<file path="config.mk">
export PLATFORM = sky130hd
export DESIGN_NAME = sensor_scan_ctrl
export DESIGN_NICKNAME = d
export VERILOG_FILES = /design/src/rtl/sensor_scan_ctrl.sv
export SDC_FILE = /design/constraint.sdc
export NUM_CORES = 1
export LEC_CHECK = 0
export BUFFER_PORTS_ARGS = -buffer_cell sky130_fd_sc_hd__buf_2
export CORE_MARGIN = 3
export CORE_UTILIZATION = 43
export DETAILED_ROUTE_END_ITERATION = 6
export HOLD_SLACK_MARGIN = 0.1
export SYNTH_ARGS = -nofsm -noshare
export SYNTH_HDL_FRONTEND = slang
export SYNTH_SLANG_ARGS = --single-unit
</file>
<file path="constraint.sdc">
create_clock -name clk -period 5.3 [get_ports clk]
set_input_delay 0.53 -clock clk [delete_from_list [all_inputs] [get_ports clk]]
set_output_delay 0.53 -clock clk [all_outputs]
set_load 0.05 [all_outputs]
</file>
<file path="src/rtl/sensor_scan_ctrl.sv">
// rtl/sensor_scan_ctrl.sv - round-robin excitation/debounce scan controller for a shared-sense-line sensor array
//
// Ports:
//   clk        system clock
//   rst        asynchronous active-high reset
//   en         scan enable (level)
//   sense_n    shared sense line, asynchronous, 0 = wet
//   drive      per-sensor excitation enables, at most one bit high
//   wet        debounced wet/dry mask, 1 = wet
//   led        copy of wet for the indicator LEDs
//   any_wet    OR of wet
//   scan_done  one-cycle pulse in the NEXT cycle of the last sensor
module sensor_scan_ctrl #(
    parameter int N_SENS     = 5,
    parameter int SETTLE_CYC = 1000,
    parameter int NSAMP      = 4
) (
    input  logic              clk,
    input  logic              rst,
    input  logic              en,
    input  logic              sense_n,
    output logic [N_SENS-1:0] drive,
    output logic [N_SENS-1:0] wet,
    output logic [N_SENS-1:0] led,
    output logic              any_wet,
    output logic              scan_done
);

    localparam int IDX_W   = $clog2(N_SENS);
    localparam int CNT_MAX = (SETTLE_CYC > NSAMP) ? SETTLE_CYC : NSAMP;
    localparam int CNT_W   = $clog2(CNT_MAX + 1);
    localparam int LO_W    = $clog2(NSAMP + 1);

    localparam logic [CNT_W-1:0] SETTLE_LAST = CNT_W'(SETTLE_CYC - 1);
    localparam logic [CNT_W-1:0] SAMP_LAST   = CNT_W'(NSAMP - 1);
    localparam logic [IDX_W-1:0] IDX_LAST    = IDX_W'(N_SENS - 1);
    localparam logic [LO_W-1:0]  LO_FULL     = LO_W'(NSAMP);

    typedef enum logic [1:0] {
        IDLE   = 2'd0,
        SETTLE = 2'd1,
        SAMPLE = 2'd2,
        NEXT   = 2'd3
    } state_t;

    state_t              state_q, state_d;
    logic [IDX_W-1:0]    idx_q, idx_d;
    logic [CNT_W-1:0]    cnt_q, cnt_d;
    logic [LO_W-1:0]     lo_cnt_q, lo_cnt_d;
    logic [N_SENS-1:0]   wet_q, wet_d;
    logic                s_meta_q, s_meta_d;
    logic                s_sync_q, s_sync_d;
    logic [LO_W-1:0]     lo_total;

    always_ff @(posedge clk or posedge rst) begin
        if (rst) begin
            state_q  <= IDLE;
            idx_q    <= '0;
            cnt_q    <= '0;
            lo_cnt_q <= '0;
            wet_q    <= '0;
            s_meta_q <= 1'b1;
            s_sync_q <= 1'b1;
        end else begin
            state_q  <= state_d;
            idx_q    <= idx_d;
            cnt_q    <= cnt_d;
            lo_cnt_q <= lo_cnt_d;
            wet_q    <= wet_d;
            s_meta_q <= s_meta_d;
            s_sync_q <= s_sync_d;
        end
    end

    always_comb begin
        s_meta_d = sense_n;
        s_sync_d = s_meta_q;
        state_d  = state_q;
        idx_d    = idx_q;
        cnt_d    = cnt_q;
        lo_cnt_d = lo_cnt_q;
        wet_d    = wet_q;
        // Window total including the sample being taken this cycle.
        lo_total = lo_cnt_q + LO_W'(!s_sync_q);

        case (state_q)
            IDLE: begin
                idx_d = '0;
                if (en) begin
                    state_d = SETTLE;
                    cnt_d   = '0;
                end
            end
            SETTLE: begin
                if (cnt_q == SETTLE_LAST) begin
                    state_d  = SAMPLE;
                    cnt_d    = '0;
                    lo_cnt_d = '0;
                end else begin
                    cnt_d = cnt_q + CNT_W'(1);
                end
            end
            SAMPLE: begin
                lo_cnt_d = lo_total;
                if (cnt_q == SAMP_LAST) begin
                    state_d = NEXT;
                    // Only a unanimous window changes the state; mixed windows hold.
                    if (lo_total == LO_FULL) begin
                        wet_d[idx_q] = 1'b1;
                    end else if (lo_total == '0) begin
                        wet_d[idx_q] = 1'b0;
                    end
                end else begin
                    cnt_d = cnt_q + CNT_W'(1);
                end
            end
            NEXT: begin
                // Explicit wrap keeps non-power-of-two arrays in range.
                if (idx_q == IDX_LAST) begin
                    idx_d = '0;
                end else begin
                    idx_d = idx_q + IDX_W'(1);
                end
                if (en) begin
                    state_d = SETTLE;
                    cnt_d   = '0;
                end else begin
                    state_d = IDLE;
                    idx_d   = '0;
                end
            end
            default: begin
                state_d = IDLE;
                idx_d   = '0;
            end
        endcase
    end

    // Decoded from registered state, so async reset clears drive without a clock.
    assign drive     = ((state_q == SETTLE) || (state_q == SAMPLE))
                       ? (N_SENS'(1) << idx_q) : '0;
    assign scan_done = (state_q == NEXT) && (idx_q == IDX_LAST);
    assign wet       = wet_q;
    assign led       = wet_q;
    assign any_wet   = |wet_q;

endmodule

</file>
==> qor.txt <==
Die area - 4510 sq um
Post_cts resized - 0
CP max FO - 10
Worst path required time - 4.77 ns
First drt pass iteration count - 4
Worst Path Arrival - 1.96 ns
Status - finished clean
Antenna fix cells - 0
Cells after Synth - 156
Hold WS - 0.346 ns
HPWL Detailed - 2380 microns
H-Tree Depth - 1
Num CTS Buffers - 3
Final setup viols - 0
Multi-input logic area - 902 sq um
Layout cell share with drive strength beyond 1 - 21.4%
CP cell instances - inv_1, ha_1, nor2b_1, and2_1, buf_2
Die Ht - 67.1 microns
Yosys reg bits - 25
Vias - 1,220
Total leakage power - 0.847 nW
F_max - 0.401 GHz
CTS tree - done
Antenna viol nets, final - 0
Tcrit/Tclk final - 47.0%
Crit path max-delay family - simple AND/OR/NAND/NOR gates
YS warnings - 0
Initial Util - 46.3%
Boundary pin count - 21
Most common cell after layout, fill and taps aside - dfrtp_1
R2r setup slk - 3.10 ns
Critical path buffers and inverters - 2
Hold buffer count at CTS - 0
DRC viols - 0
GP Congestion - 0.773
Largest family of logic cells by synthesized area - simple AND/OR/NAND/NOR gates
GRT overflow - 0
Tot GR Track Use - 15.9%
CP max-delay cell - ha_1
Critical Path Max Stage Delay - 0.45 ns
Synth Area in Adders - 10.1%
Max-cap violations - 0
Post-synth ARST share - 100%
Port Buf Inserts - 20
Worst Setup End Kind - output port
Critical path class - flip-flop to output port
Chip width - 67.1 microns
Simple-Gate Fraction of Synth Area - 24.6%
Maximum VDD drop - 0.000184 V
Mapped Nets - 173
Vias per cell - 5.57
Avg Cell Area, Syn - 10.3 sq um
Syn-to-layout area delta - 9.97%
First-pass GRT wire length - 5460 microns
Hold Path Class - input port to flip-flop
Most used DFF post-synth - dfrtp_1
Fillcell total - 339
Mux contribution to synthesized area - 4.91%
CTS Sinks - 25
Core area - 3470 sq um
Initial antenna violation count - 0
RSZ-0062 raised after global routing - false
Root buffer cell - clkbuf_8
Row cnt - 21
Synth Area in XOR/XNOR - 0%
Fin nets - 191
Pin count of the biggest net entering global routing - 26
Clk_skew - 0.00195 ns
Final slew viol count - 0
Pwr Density - 271 nW/um^2
Setup TNS - 0 ns
Most frequent cells in the layout - 23 x dfrtp_1, 20 x buf_2, 13 x ha_1, 12 x nor3_1
Setup Buffers After CTS - 0
Vias in the first global route - 1,172
Starting DRC count in detailed routing - 39
Max Root-Sink Buffers - 2
Proportion of synthesized chip area in sequential cells - 39.1%
Final wirelength - 3150 microns
WL/cell - 14.4 microns
Worst Setup Start Kind - flip-flop
Unique masters post-synth - 44
Final min period - 2.49 ns
Register area - 628 sq um
Clk_lat worst skew - 0.27 ns
Final hold viol count - 0
Cell area after synthesis - 1610 sq um
Clk slew on worst S/H paths - 0.09 ns
Slew HR - 34.8%
Compound-Gate Fraction of Synth Area - 16.5%
Post-synth EDFFs - 0
Worst-Margin Slew - 0.977 ns
[worst register-to-register path, cell delays in order, from the launching register on]
cell and delay (ns):
dfstp_2 0.52, inv_1 0.03, ha_1 0.17, ha_1 0.31, nor4b_1 0.29, nand4_1 0.22, nor3_1 0.21, mux2_1 0.35
[Yosys cell counts, types with 2 or more instances]
| cell type | count | area [sq um] |
|---|---|---|
| mux2_1 | 6 | 67.6 |
| nor3_1 | 12 | 60.1 |
| o21ai_1 | 7 | 35.0 |
| nand2_1 | 9 | 33.8 |
| dfstp_2 | 2 | 52.6 |
| nor4_1 | 3 | 18.8 |
| nand4_1 | 4 | 25.0 |
| nand3_1 | 6 | 30.0 |
| nor2_1 | 9 | 33.8 |
| nor2b_1 | 5 | 31.3 |
| a32o_1 | 2 | 20.0 |
| dfrtp_1 | 23 | 576 |
| and3_1 | 3 | 18.8 |
| a22o_1 | 7 | 61.3 |
| buf_4 | 5 | 37.5 |
| ha_1 | 13 | 163 |
| inv_1 | 8 | 30.0 |
| and2_1 | 4 | 25.0 |
| a211o_1 | 2 | 17.5 |
| o31ai_4 | 2 | 42.5 |
[cell families (layout without fill, tap and decap cells)]
logic type               after synthesis  count (layout)
AO/OA/AOI/OAI                         31              31
adder cells (fa/ha/maj)               13              13
flip-flops                            25              25
multiplexers                           7               7
buffers and inverters                 15              32
AND/OR/NAND/NOR                       65              65
[layer usage]
metal  vias to the layer above  wire (microns)  global-route usage (%)
met5                         -               0                       0
met4                         0              39                    5.57
met3                         4             100                    2.53
met2                        22            1440                    25.0
met1                       587            1560                    22.0
li1                        607               -                       -
[cell type report]
type,count,area share [%]
tap,46,3.26
multi-input combinational,116,51.1
clock inverter,1,0.425
sequential,25,35.6
timing repair buffer,20,5.67
clock buffer,3,2.34
inverter,8,1.70
[final timing paths]
| kind | from | end | cells past startpoint |
|---|---|---|---|
| worst max register to register | s_sync_q$_DFF_PP1_ | flip-flop | 7 |
| min in group asynchronous | rst | cnt_q[9]$_DFFE_PP0P_ | 2 |
| worst min register to register | s_meta_q$_DFF_PP1_ | s_sync_q$_DFF_PP1_ | 0 |
| max in group asynchronous | rst | asynchronous set/reset pin | 2 |
| worst max-delay path | state_q[1]$_DFFE_PP0P_ | drive[0] | 5 |
| worst min-delay path | sense_n | s_meta_q$_DFF_PP1_ | 1 |
[through the flow]
stage	power, mW	instance area [sq um]	utilization, %	std cells	worst slack (ns)
floorplan	0.340	1610	-	156	3.17
global placement	0.361	1720	49.5	215	3.16
detailed placement	0.365	1720	49.5	215	3.10
CTS	0.483	1770	50.9	219	2.78
global route	0.509	1770	50.9	219	2.60
finish	0.479	1770	50.9	219	2.81
[report_power, final]
group          total (mW)  switching (mW)  internal, mW
Combinational       0.101          0.0529        0.0476
Clock               0.118          0.0649        0.0533
Sequential          0.260          0.0439         0.216
Note: power is estimated with default switching activity, not from simulation.
